## src/rtl/vm_change_dispenser.sv

```systemverilog
// Change dispenser: pays out a change amount one coin at a time using a
// greedy largest-coin-first search over nine denominations, while keeping
// a per-denomination stock count. The FSM state is exported on dbg_state.
//
// Handshake: change_req is a single-cycle request that is accepted only
// while IDLE. change_busy stays high from the accepting edge until DONE
// exits. change_done pulses for one cycle at the end of every payout.
// Requests that arrive while busy are dropped, not queued.
module vm_change_dispenser #(
  parameter int PRICE_WIDTH  = 16,
  parameter int PULSE_CYCLES = 1000,
  parameter int GAP_CYCLES   = 500,
  parameter int INIT_STOCK   = 10
) (
  input  logic                   clk_sys,
  input  logic                   rst,
  input  logic                   change_req,
  input  logic [PRICE_WIDTH-1:0] change_amount,
  output logic                   change_busy,
  output logic                   change_done,
  output logic                   change_short,
  output logic [PRICE_WIDTH-1:0] remaining_amount,
  output logic [8:0]             change_motors,
  input  logic                   stock_wr,
  input  logic [3:0]             stock_sel,
  input  logic [7:0]             stock_data,
  output logic [7:0]             stock_level,
  output logic [2:0]             dbg_state
);

  typedef enum logic [2:0] {
    S_IDLE   = 3'd0,
    S_SELECT = 3'd1,
    S_PULSE  = 3'd2,
    S_GAP    = 3'd3,
    S_DONE   = 3'd4
  } state_t;

  localparam int CNT_MAX = (PULSE_CYCLES > GAP_CYCLES) ? PULSE_CYCLES : GAP_CYCLES;
  localparam int CNT_W   = $clog2(CNT_MAX + 1);
  localparam logic [CNT_W-1:0] PULSE_LOAD = CNT_W'(PULSE_CYCLES - 1);
  localparam logic [CNT_W-1:0] GAP_LOAD   = CNT_W'(GAP_CYCLES - 1);
  localparam logic [7:0]       STOCK_RST  = 8'(INIT_STOCK);

  // Fixed denomination table, index 0 is the smallest coin.
  function automatic logic [PRICE_WIDTH-1:0] coin_value(input logic [3:0] idx);
    logic [PRICE_WIDTH-1:0] v;
    case (idx)
      4'd0:    v = PRICE_WIDTH'(1);
      4'd1:    v = PRICE_WIDTH'(2);
      4'd2:    v = PRICE_WIDTH'(5);
      4'd3:    v = PRICE_WIDTH'(10);
      4'd4:    v = PRICE_WIDTH'(20);
      4'd5:    v = PRICE_WIDTH'(50);
      4'd6:    v = PRICE_WIDTH'(100);
      4'd7:    v = PRICE_WIDTH'(500);
      4'd8:    v = PRICE_WIDTH'(2000);
      default: v = '0;
    endcase
    return v;
  endfunction

  state_t                 state_q, state_d;
  logic [PRICE_WIDTH-1:0] remaining_q, remaining_d;
  logic                   short_q, short_d;
  logic                   busy_q, busy_d;
  logic                   done_q, done_d;
  logic [8:0]             motors_q, motors_d;
  logic [CNT_W-1:0]       cnt_q, cnt_d;
  logic [8:0][7:0]        stock_q, stock_d;

  logic                   sel_found;
  logic [3:0]             sel_idx;

  // Greedy search: the ascending scan leaves the highest eligible coin selected.
  always_comb begin
    sel_found = 1'b0;
    sel_idx   = 4'd0;
    for (int i = 0; i < 9; i++) begin
      if (stock_q[i] != 8'd0 && coin_value(4'(i)) <= remaining_q) begin
        sel_found = 1'b1;
        sel_idx   = 4'(i);
      end
    end
  end

  // Next-state and datapath updates for the payout FSM.
  always_comb begin
    state_d     = state_q;
    remaining_d = remaining_q;
    short_d     = short_q;
    busy_d      = busy_q;
    done_d      = 1'b0;
    motors_d    = motors_q;
    cnt_d       = cnt_q;
    stock_d     = stock_q;
    case (state_q)
      S_IDLE: begin
        // A stock load and a request in the same cycle both land; SELECT
        // then runs against the freshly loaded count.
        if (stock_wr && stock_sel <= 4'd8) begin
          stock_d[stock_sel] = stock_data;
        end
        if (change_req) begin
          short_d     = 1'b0;
          busy_d      = 1'b1;
          remaining_d = change_amount;
          state_d     = (change_amount != '0) ? S_SELECT : S_DONE;
        end
      end
      S_SELECT: begin
        if (sel_found) begin
          motors_d           = 9'(1) << sel_idx;
          remaining_d        = remaining_q - coin_value(sel_idx);
          stock_d[sel_idx]   = stock_q[sel_idx] - 8'd1;
          cnt_d              = PULSE_LOAD;
          state_d            = S_PULSE;
        end else begin
          short_d = (remaining_q != '0);
          state_d = S_DONE;
        end
      end
      S_PULSE: begin
        if (cnt_q == '0) begin
          motors_d = 9'd0;
          cnt_d    = GAP_LOAD;
          state_d  = S_GAP;
        end else begin
          cnt_d = cnt_q - 1'b1;
        end
      end
      S_GAP: begin
        if (cnt_q == '0) begin
          state_d = S_SELECT;
        end else begin
          cnt_d = cnt_q - 1'b1;
        end
      end
      S_DONE: begin
        // First DONE cycle raises the registered done pulse; the edge after
        // the pulse drops busy and returns to IDLE.
        if (!done_q) begin
          done_d = 1'b1;
        end else begin
          busy_d  = 1'b0;
          state_d = S_IDLE;
        end
      end
      default: begin
        state_d  = S_IDLE;
        motors_d = 9'd0;
        busy_d   = 1'b0;
      end
    endcase
  end

  // State register; reset wins over everything, dropping motors on the same edge.
  always_ff @(posedge clk_sys) begin
    if (rst) begin
      state_q     <= S_IDLE;
      remaining_q <= '0;
      short_q     <= 1'b0;
      busy_q      <= 1'b0;
      done_q      <= 1'b0;
      motors_q    <= 9'd0;
      cnt_q       <= '0;
      stock_q     <= {9{STOCK_RST}};
    end else begin
      state_q     <= state_d;
      remaining_q <= remaining_d;
      short_q     <= short_d;
      busy_q      <= busy_d;
      done_q      <= done_d;
      motors_q    <= motors_d;
      cnt_q       <= cnt_d;
      stock_q     <= stock_d;
    end
  end

  assign change_busy      = busy_q;
  assign change_done      = done_q;
  assign change_short     = short_q;
  assign remaining_amount = remaining_q;
  assign change_motors    = motors_q;
  assign stock_level      = (stock_sel <= 4'd8) ? stock_q[stock_sel] : 8'd0;
  assign dbg_state        = state_q;

endmodule
```

## config.mk

```make
export PLATFORM = sky130hd
export DESIGN_NAME = vm_change_dispenser
export DESIGN_NICKNAME = d
export VERILOG_FILES = /design/src/rtl/vm_change_dispenser.sv
export SDC_FILE = /design/constraint.sdc
export NUM_CORES = 1
export LEC_CHECK = 0
export CORE_AREA = 2 2 181 183
export CTS_CLUSTER_SIZE = 16
export DETAILED_ROUTE_END_ITERATION = 6
export DIE_AREA = 0 0 183 185
export PLACE_DENSITY_LB_ADDON = 0.25
export SLEW_MARGIN = 20
export SYNTH_ARGS = -nofsm -noshare
export SYNTH_HDL_FRONTEND = slang
export SYNTH_SLANG_ARGS = --single-unit
```

## constraint.sdc

```tcl
create_clock -name clk_sys -period 6.2 [get_ports clk_sys]
set_clock_uncertainty 0.15 [all_clocks]
set_input_delay 0.62 -clock clk_sys [delete_from_list [all_inputs] [get_ports clk_sys]]
set_output_delay 0.62 -clock clk_sys [all_outputs]
set_load 0.02 [all_outputs]
```

==> key figures, run 1 <==
Timing
  – Setup TNS: 0 ns
  – Setup violations, final: 0
  – RSZ-0062 raised after global routing: false
  – Slew Viols, Final: 0
  – Worst-Margin Slew: 1.03 ns
  – Post-layout min period: 5.71 ns
  – F_max: 175 MHz
  – Hold WS: 0.334 ns
  – Rel. slew slack: 30.7%
  – Fin. Hold Viols: 0
  – Final Cycle Share: 92.1%

Clock tree
  – Clk buf depth: 2
  – # Post-CTS Setup Buffers: 0
  – Post-cts sizing count: 0
  – Depth of the CTS H-tree: 4
  – CTS tree: yes
  – CTS sink count: 113
  – CTS clk-pin slew, worst paths: 0.06 ns
  – TritonCTS buffer count: 17
  – Root buf cell: clkbuf_16
  – Post-CTS Hold Fix Bufs: 0
  – Clk_lat worst skew: 0.43 ns

Run
  – # Max-Cap Violations: 0

Hold path
  – Hold endpoint: change_motors[2]$_SDFFE_PP0P_
  – Hold Path Origin: change_motors[2]$_SDFFE_PP0P_
  – Hold Path Class: reg2reg
  – WHS Path Cells: 2

Floorplan
  – Die width: 183 um
  – Starting density of the core: 24.6%
  – Die Area: 33,900 sq um
  – Io pins: 71
  – Die H: 185 um
  – Core Region: 32,000 sq um
  – Rows: 66

Setup path
  – R2R setup slack: 0.49 ns
  – Critical path class: reg2reg
  – End of the worst register-to-register path: remaining_amount[12]$_SDFFE_PP0P_
  – Worst Path Max Fanout: 9
  – Worst R2R Start: remaining_amount[11]$_SDFFE_PP0P_
  – CP Capture Type: flop
  – WP data required: 6.41 ns
  – Startpoint types: flop
  – Register-to-Register Path Depth: 21
  – CP arrival: 5.92 ns

Synthesis
  – Mean post-synth cell area: 7.57 sq um
  – Yosys warnings: 0
  – Post-synthesis net count: 1,086
  – Post-Syn Area: 7870 sq um
  – Top_reg_cell synth: dfxtp_1
  – Asr flop ratio synth: 0%
  – Post-synthesis cell type count: 88
  – Number of synthesized register bits: 113
  – Post-synth EDFFs: 0
  – Cells after synthesis: 1,040
  – Sequential fraction of the synthesis area: 28.7%

Global routing
  – Largest net degree at the start of global routing: 55
  – Antenna violations before repair: 0
  – Global-route wire length before repair: 55.3 mm
  – Vias in the first global route: 8,290
  – Grt ovf: 0
  – Tot GR Track Use: 22.1%

Detailed routing
  – Average vias per placed instance: 5.86
  – WL met1: 16.0 mm
  – Wire length per cell: 24.4 um
  – Met2 wire length: 16.3 mm
  – Top Metal Used: met4
  – Detail Route Antenna Nets: 0
  – DRC errors left: 0
  – 1st-iter DRT viols: 992
  – Via Count: 8,985
  – Drt first pass iters: 5
  – Metal3 WL: 3.37 mm
  – Drt total wl: 37.5 mm

Placement
  – DP Area: 9180 sq um
  – Routability cong.: 1.04
  – Buffers on Ports: 70
  – DP Wirelength: 28.1 mm

Power and ir drop
  – Psw: 1.16 mW
  – Power per cell area: 300 nW/um^2
  – P_leak: 3.42 nW
  – Total power: 2.95 mW
  – Pint: 1.78 mW
  – Sw Share: 39.5%
  – Clock share of power: 36.8%
  – Gate power share: 34.6%
  – Sequential share of power: 28.6%
  – Worst vdd ir: 0.000146 V

Layout
  – Layout cell share with drive strength beyond 1: 12.4%
  – Layout Nets: 1,159
  – Final instance area: 9820 sq um
  – Diode count: 0
  – Area grow syn2layout: 24.7%

Outcome
  – Status: completed
## metrics by stage
stage | setup slack (ns) | instances | util (%)
2_1_floorplan | 0.990 | 1040 | -
5_1_grt | 0.0152 | 1534 | 30.6
4_1_cts | 0.475 | 1534 | 30.6
3_5_place_dp | 0.513 | 1502 | 28.7
3_3_place_gp | 0.639 | 1502 | 28.7
6_report | 0.492 | 1534 | 30.6
## metal layers
metal  vias up  GRT usage [%]
met5         -              0
met4         0           11.1
met3        82           5.68
met2       475           33.6
met1      4332           28.8
li1       4096              -
## critical path: stages (launching register included)
cell and delay, ns:
dfxtp_1 0.35, or4_1 0.70, nor4_2 0.42, a31oi_1 0.26, a221oi_2 0.47, or2_2 0.25
nand3_1 0.10, inv_1 0.25, ha_1 0.23, inv_1 0.05, fa_1 0.41, a21o_1 0.18
a21oi_1 0.21, o21ai_0 0.11, a21oi_1 0.23, o21bai_1 0.09, a21oi_1 0.23, o21ai_0 0.19
a211oi_1 0.28, nor3b_1 0.21, o21ai_0 0.11, a21oi_1 0.16
## cell type report
class                           count  area [sq um]
Fill cell                        3462         22200
Tap cell                          408           510
Sequential cell                   113          2260
Clock inverter                     13           171
Timing Repair Buffer              113          1020
Clock buffer                       19           453
Multi-Input combinational cell    841          5300
Inverter                           27           101
## cell usage after synthesis, types with 9 or more instances
cell type	count	area share (%)
dfxtp_1	113	29
a21oi_1	77	4.9
nor2b_1	16	1.3
or4_1	11	1.0
inv_1	25	1.2
clkbuf_1	45	2.1
a211oi_1	28	2.7
and3_1	9	0.72
a221oi_1	9	1.0
nor4_1	25	2.0
o21ai_0	106	6.7
a22oi_1	12	1.1
nand2_1	90	4.3
nand3_1	35	2.2
nor3_1	44	2.8
o21a_1	11	1.0
mux4_2	16	4.6
or2_2	9	0.72
nor2_1	142	6.8
ha_1	13	2.1
a31oi_1	12	0.95
o211ai_1	11	1.0
## cells in the final DEF (no fill, tap or decap), types with 11 or more instances in the layout
cell	netlist	layout
inv_1	25	25
or4_1	11	11
ha_1	13	13
o21ai_0	106	106
o21a_1	11	11
clkbuf_16	0	17
a31oi_1	12	12
o211ai_1	11	11
a21oi_1	77	77
nand2_1	90	89
clkdlybuf4s50_1	0	69
mux4_2	16	16
nor2b_1	16	15
a22oi_1	12	12
nand3_1	35	35
a211oi_1	28	28
dfxtp_1	113	113
nor3_1	44	43
buf_4	1	44
nor4_1	25	24
nor2_1	142	141
## registers in the layout, summed over array words and instances, names as in the netlist
register	count
remaining_amount	16
change_motors	9
cnt_q	10
stock_q	72
change_done	1
change_busy	1
dbg_state	3
change_short	1
## cell families (layout without fill, tap and decap cells)
| group | count (synthesis) | count (layout) | synth area share [%] |
|---|---|---|---|
| xor+xnor | 9 | 9 | 1.19 |
| mux | 28 | 28 | 6.20 |
| flops | 113 | 113 | 28.7 |
| simple gates | 422 | 422 | 26.1 |
| fa+ha+maj | 14 | 14 | 2.32 |
| buf+inv | 86 | 172 | 4.26 |
| compound gates | 368 | 368 | 31.1 |
## power by group through the flow
stage                     registers, mW  logic [mW]  clock network, mW
after global routing              0.848        1.08               1.12
after CTS                         0.839        1.00               1.09
after detailed placement          0.855       0.996                  0
after floorplan                   0.847       0.589                  0
final                             0.842        1.02               1.09
after global placement            0.854       0.999                  0
## worst max path at each step
stage | startpoint | to | slack, ns | depth (start not counted)
6_report | remaining_amount[11]$_SDFFE_PP0P_ | remaining_amount[12]$_SDFFE_PP0P_ | 0.49 | 21
5_1_grt | remaining_amount[11]$_SDFFE_PP0P_ | remaining_amount[12]$_SDFFE_PP0P_ | 0.02 | 21
4_1_cts | remaining_amount[11]$_SDFFE_PP0P_ | remaining_amount[12]$_SDFFE_PP0P_ | 0.48 | 21
3_5_place_dp | remaining_amount[11]$_SDFFE_PP0P_ | remaining_amount[12]$_SDFFE_PP0P_ | 0.51 | 21
3_3_place_gp | remaining_amount[11]$_SDFFE_PP0P_ | remaining_amount[12]$_SDFFE_PP0P_ | 0.64 | 21
2_1_floorplan | remaining_amount[11]$_SDFFE_PP0P_ | remaining_amount[15]$_SDFFE_PP0P_ | 0.99 | 20
No activity file was read; power rests on OpenSTA's default activity.
==> inputs of run 2 (changes only) <==
--- a/config.mk
+++ b/config.mk
@@ -10,7 +10,6 @@
 export DETAILED_ROUTE_END_ITERATION = 6
 export DIE_AREA = 0 0 183 185
 export PLACE_DENSITY_LB_ADDON = 0.25
-export SLEW_MARGIN = 20
 export SYNTH_ARGS = -nofsm -noshare
 export SYNTH_HDL_FRONTEND = slang
 export SYNTH_SLANG_ARGS = --single-unit
==> constraint.sdc (replaced) <==
create_clock -name clk_sys -period 6.2 [get_ports clk_sys]
set_clock_uncertainty 0.15 [all_clocks]
set_input_delay 0.62 -clock clk_sys [delete_from_list [all_inputs] [get_ports clk_sys]]
set_output_delay 0.62 -clock clk_sys [all_outputs]
set_load 0.1 [all_outputs]
==> run 2 against run 1 <==
Compared with the run above: hold slack is essentially flat; design area shrank 0.22%; first-iteration DRC count down 4.5%; via count grew 0.96%; global-route usage is 0.18 points higher; power increased by 4.4%; fmax shrank 1.6%; clock power hardly changed.
==> key figures, run 2 (synthesis results as in run 1) <==
Clock tree
  – # Post-CTS Setup Buffers: 0 (unchanged)
  – Clk_lat worst skew: 0.43 ns (about the same)
  – Clk buf depth: 2 (unchanged)
  – CTS sink count: 113 (unchanged)
  – CTS tree: yes
  – TritonCTS buffer count: 17 (unchanged)
  – Post-cts sizing count: 0 (unchanged)
  – Depth of the CTS H-tree: 4 (unchanged)
  – CTS clk-pin slew, worst paths: 0.06 ns (about the same)
  – Post-CTS Hold Fix Bufs: 0 (unchanged)
  – Root buf cell: clkbuf_16

Setup path
  – Buf+Inv Stages, Crit Path: 2 (unchanged)
  – Worst Path Max Fanout: 9 (unchanged)
  – CP arrival: 6.00 ns (+0.08 ns)
  – R2R setup slack: 0.40 ns (-0.09 ns)
  – Crit path to: remaining_amount[12]$_SDFFE_PP0P_
  – Worst R2R Start: remaining_amount[11]$_SDFFE_PP0P_
  – CP cell instances: or4_1 -> nor4_2 -> a31oi_1 -> a221oi_2 -> or2_2 -> nand3_1 -> inv_1 -> ha_1 -> inv_1 -> fa_1 -> a21o_1 -> a21oi_1 -> o21ai_0 -> a21oi_1 -> o21bai_1 -> a21oi_1 -> o21ai_0 -> a211oi_1 -> nor3b_1 -> o21ai_0 -> a21oi_1
  – Startpoint types: flop
  – Critical path class: reg2reg
  – Worst path top cell family by delay: compound AO/OA/AOI/OAI gates
  – WP data required: 6.40 ns (about the same)
  – CP most frequent cell: a21oi_1
  – Register-to-Register Path Depth: 21 (unchanged)
  – WP depth: 21 (unchanged)
  – End of the worst register-to-register path: remaining_amount[12]$_SDFFE_PP0P_
  – CP max stage cell: or4_1
  – Critical path's largest stage delay: 0.72 ns (+0.02 ns)
  – CP Capture Type: flop
  – Critical path origin: remaining_amount[11]$_SDFFE_PP0P_

Layout
  – Top reg by flops: stock_q
  – Layout cell share with drive strength beyond 1: 12.4% (-0.067 points)
  – Diode count: 0 (unchanged)
  – Fillers: 3,462 (unchanged)
  – Most common cell after layout, fill and taps aside: nor2_1
  – Layout Nets: 1,158 (-0.086%)
  – Commonest cells after routing, fill and taps aside: nor2_1 (141), dfxtp_1 (113), o21ai_0 (106)
  – Number of flip-flops in the largest register: 72 (unchanged)
  – Area grow syn2layout: 24.5%

Timing
  – Fin. Hold Viols: 0 (unchanged)
  – Rel. slew slack: 24.6% (-6.1 points)
  – Final Cycle Share: 93.5% (+1.4 points)
  – RSZ-0062 raised after global routing: false
  – Post-layout min period: 5.80 ns (+0.0899 ns)
  – F_max: 172 MHz (-1.6%)
  – Setup TNS: 0 ns (unchanged)
  – Worst-Margin Slew: 1.13 ns (+0.0961 ns)
  – Setup violations, final: 0 (unchanged)
  – Slew Viols, Final: 0 (unchanged)

Detailed routing
  – Drt total wl: 37.9 mm (+1.0%)
  – Drt first pass iters: 5 (unchanged)
  – Via Count: 9,071 (+0.96%)
  – DRC errors left: 0 (unchanged)
  – Detail Route Antenna Nets: 0 (unchanged)
  – 1st-iter DRT viols: 947 (-4.5%)
  – Wire length per cell: 24.7 um (+1.2%)
  – Average vias per placed instance: 5.92 (+1.1%)

Global routing
  – Met2 usage: 34.8% (+1.2 points)
  – Met1 usage: 29.2% (+0.36 points)
  – Met3 Track Usage GR: 4.82% (-0.87 points)
  – Grt ovf: 0 (unchanged)
  – Global-route wire length before repair: 56.0 mm (+1.2%)
  – Vias in the first global route: 8,476 (+2.2%)
  – GR peak layer: met2
  – Largest net degree at the start of global routing: 54 (-1.8%)
  – Antenna violations before repair: 1 (+1)
  – Tot GR Track Use: 22.2% (+0.18 points)

Outcome
  – Status: completed

Hold path
  – Hold Path Class: reg2reg

Floorplan
  – Io pins: 71 (unchanged)
  – Starting density of the core: 24.6% (unchanged)
  – Die Area: 33,900 sq um (unchanged)
  – Core Region: 32,000 sq um (unchanged)
  – Rows: 66 (unchanged)
  – Die H: 185 um (unchanged)
  – Die width: 183 um (unchanged)

Power and ir drop
  – Total power: 3.08 mW (+4.4%)
  – Power per cell area: 314 nW/um^2 (+4.6%)
  – P_leak: 3.42 nW (about the same)
  – Worst vdd ir: 0.000126 V (-14%)

Placement
  – Routability cong.: 0.972 (-6.1%)
  – DP Wirelength: 28.2 mm (+0.50%)
  – Buffers on Ports: 70 (unchanged)

Run
  – # Max-Cap Violations: 0 (unchanged)
==> run 2: how the worst min path moves through the flow <==
| stage | from | end | slack (ns) | depth (start not counted) |
|---|---|---|---|---|
| after floorplan | cnt_q[6]$_SDFFE_PP0P_ | cnt_q[6]$_SDFFE_PP0P_ | 0.30 | 1 |
| after global placement | change_motors[4]$_SDFFE_PP0P_ | change_motors[4]$_SDFFE_PP0P_ | 0.32 | 2 |
| after detailed placement | cnt_q[6]$_SDFFE_PP0P_ | cnt_q[6]$_SDFFE_PP0P_ | 0.33 | 1 |
| after CTS | cnt_q[6]$_SDFFE_PP0P_ | cnt_q[6]$_SDFFE_PP0P_ | 0.33 | 1 |
| after global routing | change_motors[4]$_SDFFE_PP0P_ | change_motors[4]$_SDFFE_PP0P_ | 0.36 | 2 |
| final | cnt_q[0]$_SDFFE_PP0P_ | cnt_q[0]$_SDFFE_PP0P_ | 0.33 | 1 |
==> run 2: where the power goes <==
group          leakage [nW]  internal [mW]  total, mW  switching, mW
clock network         0.303          0.702       1.08          0.381
logic                  2.20          0.348       1.15          0.800
registers             0.920          0.771      0.845         0.0740
total                  3.42           1.82       3.08           1.26
==> run 2: cell type report <==
class | count | area, sq um | area share, %
Tap cell | 408 | 510 | 5.21
Sequential cell | 113 | 2260 | 23.1
Inverter | 27 | 101 | 1.03
Timing Repair Buffer | 112 | 1000 | 10.2
Clock inverter | 9 | 154 | 1.57
Multi-Input combinational cell | 841 | 5290 | 54.0
Clock buffer | 22 | 474 | 4.84
==> run 2: per-stage QoR <==
step                instance area (sq um)  utilization, %  hold slack (ns)  setup WS [ns]  instances
finish                               9790            30.6            0.334          0.402       1532
global route                         9790            30.6            0.362        0.00899       1532
CTS                                  9790            30.6            0.335          0.491       1532
detailed placement                   9170            28.6            0.327          0.526       1501
global placement                     9170            28.6            0.319          0.618       1501
floorplan                            7870               -            0.297          0.613       1040
==> run 2: metal layers <==
metal,vias to the layer above,part of all wire [%]
li1,4101,-
met1,4428,43
met2,439,44
met3,101,7.9
met4,2,4.5
met5,-,0.095
==> inputs of run 3 (changes only) <==
--- a/config.mk
+++ b/config.mk
@@ -10,6 +10,7 @@
 export DETAILED_ROUTE_END_ITERATION = 6
 export DIE_AREA = 0 0 183 185
 export PLACE_DENSITY_LB_ADDON = 0.25
+export RECOVER_POWER = 100
 export SYNTH_ARGS = -nofsm -noshare
 export SYNTH_HDL_FRONTEND = slang
 export SYNTH_SLANG_ARGS = --single-unit
==> run 3 against run 2 <==
Compared with the run above: the flow now finishes with violations (capacitance limit, slew limit); combinational power hardly changed; wire length hardly changed; die area stayed put; critical path depth is 7 lower; fmax is 4.1% lower; register-to-register slack worse by 0.25 ns.
==> key figures, run 3 (synthesis results as in run 1) <==
Setup path
  – Register-to-Register Path Depth: 14 (-33%)
  – Worst R2R Start: remaining_amount[11]$_SDFFE_PP0P_
  – Worst Path Max Fanout: 12 (+3)
  – R2R setup slack: 0.16 ns (-0.25 ns)
  – CP max stage cell: or4_1
  – Crit path to: stock_q[55]$_SDFFE_PP0P_
  – Critical path origin: remaining_amount[11]$_SDFFE_PP0P_
  – CP arrival: 6.12 ns (+0.12 ns)
  – Critical path class: reg2reg
  – CP cell instances: or4_1 -> nor4_1 -> a21o_1 -> nand2_1 -> buf_4 -> nor2_1 -> clkbuf_1 -> mux2_2 -> a32oi_1 -> o211ai_1 -> or3_1 -> nor3_1 -> clkbuf_2 -> o22ai_1
  – Startpoint types: flop
  – End of the worst register-to-register path: stock_q[55]$_SDFFE_PP0P_
  – Critical path's largest stage delay: 0.72 ns (about the same)
  – WP data required: 6.27 ns (-0.13 ns)
  – CP Capture Type: flop

Placement
  – DP Wirelength: 28.2 mm (unchanged)
  – Routability cong.: 0.972 (unchanged)
  – Buffers on Ports: 70 (unchanged)
  – Placed Cells: 1,501 (unchanged)

Detailed routing
  – Average vias per placed instance: 5.89 (-0.54%)
  – 1st-iter DRT viols: 916 (-3.3%)
  – Drt total wl: 37.9 mm (about the same)
  – DRC errors left: 0 (unchanged)
  – Via Count: 9,022 (-0.54%)
  – Drt first pass iters: 6 (+1)
  – Detail Route Antenna Nets: 0 (unchanged)
  – Wire length per cell: 24.7 um (about the same)

Clock tree
  – Root buf cell: clkbuf_16
  – Post-CTS Hold Fix Bufs: 0 (unchanged)
  – Depth of the CTS H-tree: 4 (unchanged)
  – TritonCTS buffer count: 17 (unchanged)
  – Post-cts sizing count: 0 (unchanged)
  – Clk_lat worst skew: 0.43 ns (about the same)
  – CTS tree: yes
  – CTS clk-pin slew, worst paths: 0.06 ns (about the same)
  – CTS sink count: 113 (unchanged)
  – # Post-CTS Setup Buffers: 0 (unchanged)
  – Clk buf depth: 2 (unchanged)

Hold path
  – Hold Path Class: reg2reg
  – Hold Path Origin: change_motors[5]$_SDFFE_PP0P_

Layout
  – Layout cell share with drive strength beyond 1: 10.9% (-1.4 points)
  – Post-Layout Cell Count: 1,532 (unchanged)
  – Diode count: 0 (unchanged)
  – Most common cell after layout, fill and taps aside: nor2_1
  – Fillers: 3,469 (+0.20%)
  – FF+latch area: 2260 sq um (unchanged)
  – Top reg by flops: stock_q
  – Footprint of the multi-input gates: 5250 sq um (-0.76%)
  – Number of flip-flops in the largest register: 72 (unchanged)
  – Commonest cells after routing, fill and taps aside: nor2_1 (141), dfxtp_1 (113), o21ai_0 (108)
  – Layout Nets: 1,158 (unchanged)
  – Area grow syn2layout: 23.4%

Power and ir drop
  – P_leak: 3.47 nW (+1.4%)
  – Sequential share of power: 27.7% (+0.2 points)
  – Sw Share: 41.1% (+0.28 points)
  – Worst vdd ir: 0.000125 V (-0.26%)
  – Pint: 1.80 mW (-1.4%)
  – Gate power share: 36.7% (-0.6 points)
  – Power per cell area: 314 nW/um^2 (-0.10%)
  – Psw: 1.25 mW (-0.27%)
  – Clock share of power: 35.6% (+0.4 points)

Floorplan
  – Io pins: 71 (unchanged)
  – Die width: 183 um (unchanged)
  – Rows: 66 (unchanged)
  – Starting density of the core: 24.6% (unchanged)
  – Die H: 185 um (unchanged)
  – Core Region: 32,000 sq um (unchanged)
  – Die Area: 33,900 sq um (unchanged)

Timing
  – Rel. slew slack: -38.7% (-63 points)
  – Slew Viols, Final: 38 (+38)
  – Worst-Margin Slew: 2.08 ns (+0.951 ns)
  – Setup violations, final: 0 (unchanged)
  – Fin. Hold Viols: 0 (unchanged)
  – Final Cycle Share: 97.5% (+4.0 points)
  – Post-layout min period: 6.04 ns (+0.245 ns)
  – RSZ-0062 raised after global routing: false
  – F_max: 165 MHz (-4.1%)
  – Setup TNS: 0 ns (unchanged)

Global routing
  – Grt ovf: 0 (unchanged)
  – Largest net degree at the start of global routing: 54 (unchanged)
  – Tot GR Track Use: 22.2% (unchanged)
  – Vias in the first global route: 8,476 (unchanged)
  – Global-route wire length before repair: 56.0 mm (unchanged)
  – Antenna violations before repair: 2 (+1)

Outcome
  – Failing checks: capacitance limit, slew limit
  – Status: complete, but fails checks

Run
  – # Max-Cap Violations: 1 (+1)
## run 3: how the worst min path moves through the flow
stage	to	slack, ns	cells after the start
after floorplan	cnt_q[6]$_SDFFE_PP0P_	0.30	1
after global placement	change_motors[4]$_SDFFE_PP0P_	0.32	2
after detailed placement	cnt_q[6]$_SDFFE_PP0P_	0.33	1
after CTS	cnt_q[6]$_SDFFE_PP0P_	0.33	1
after global routing	change_motors[4]$_SDFFE_PP0P_	0.36	2
final	change_motors[5]$_SDFFE_PP0P_	0.33	2
## run 3: routing by layer
layer  vias to the layer above  GRT usage [%]  routed length, um
met5                         -              0                 24
met4                         4           10.3               1780
met3                       101           4.82               3140
met2                       470           34.8              16600
met1                      4350           29.2              16300
li1                       4097              -                  -
## run 3: power by group through the flow
stage	Sequential (mW)	Combinational, mW	Clock [mW]
floorplan	0.956	0.602	0
global placement	0.857	1.13	0
detailed placement	0.858	1.12	0
CTS	0.843	1.13	1.09
global route	0.852	1.18	1.12
finish	0.845	1.12	1.09
## run 3: cell type report
type	count	share of cell area, %
inverter	27	1.04
clock buffer	22	4.88
timing repair buffer	112	9.89
multi-input combinational	841	54.0
clock inverter	9	1.58
tap	408	5.26
sequential	113	23.3
## run 3: metrics by stage
stage / cell area, sq um / util (%) / hold WS, ns / power (mW) / setup slack [ns]
floorplan: 7870 / - / 0.297 / 1.56 / 0.613
global placement: 9170 / 28.6 / 0.319 / 1.99 / 0.618
CTS: 9790 / 30.6 / 0.335 / 3.06 / 0.491
finish: 9710 / 30.3 / 0.332 / 3.05 / 0.157
detailed placement: 9170 / 28.6 / 0.327 / 1.98 / 0.526
global route: 9710 / 30.3 / 0.357 / 3.15 / 0.00973
## run 3: critical path: cells and delay by family, from the launching register on
family,cells,cell delay [ns]
and+or+nand+nor,6,2.67
muxes,1,0.41
DFF,1,0.34
buffers and inverters,3,1.13
AOI/OAI and AO/OA,4,1.11
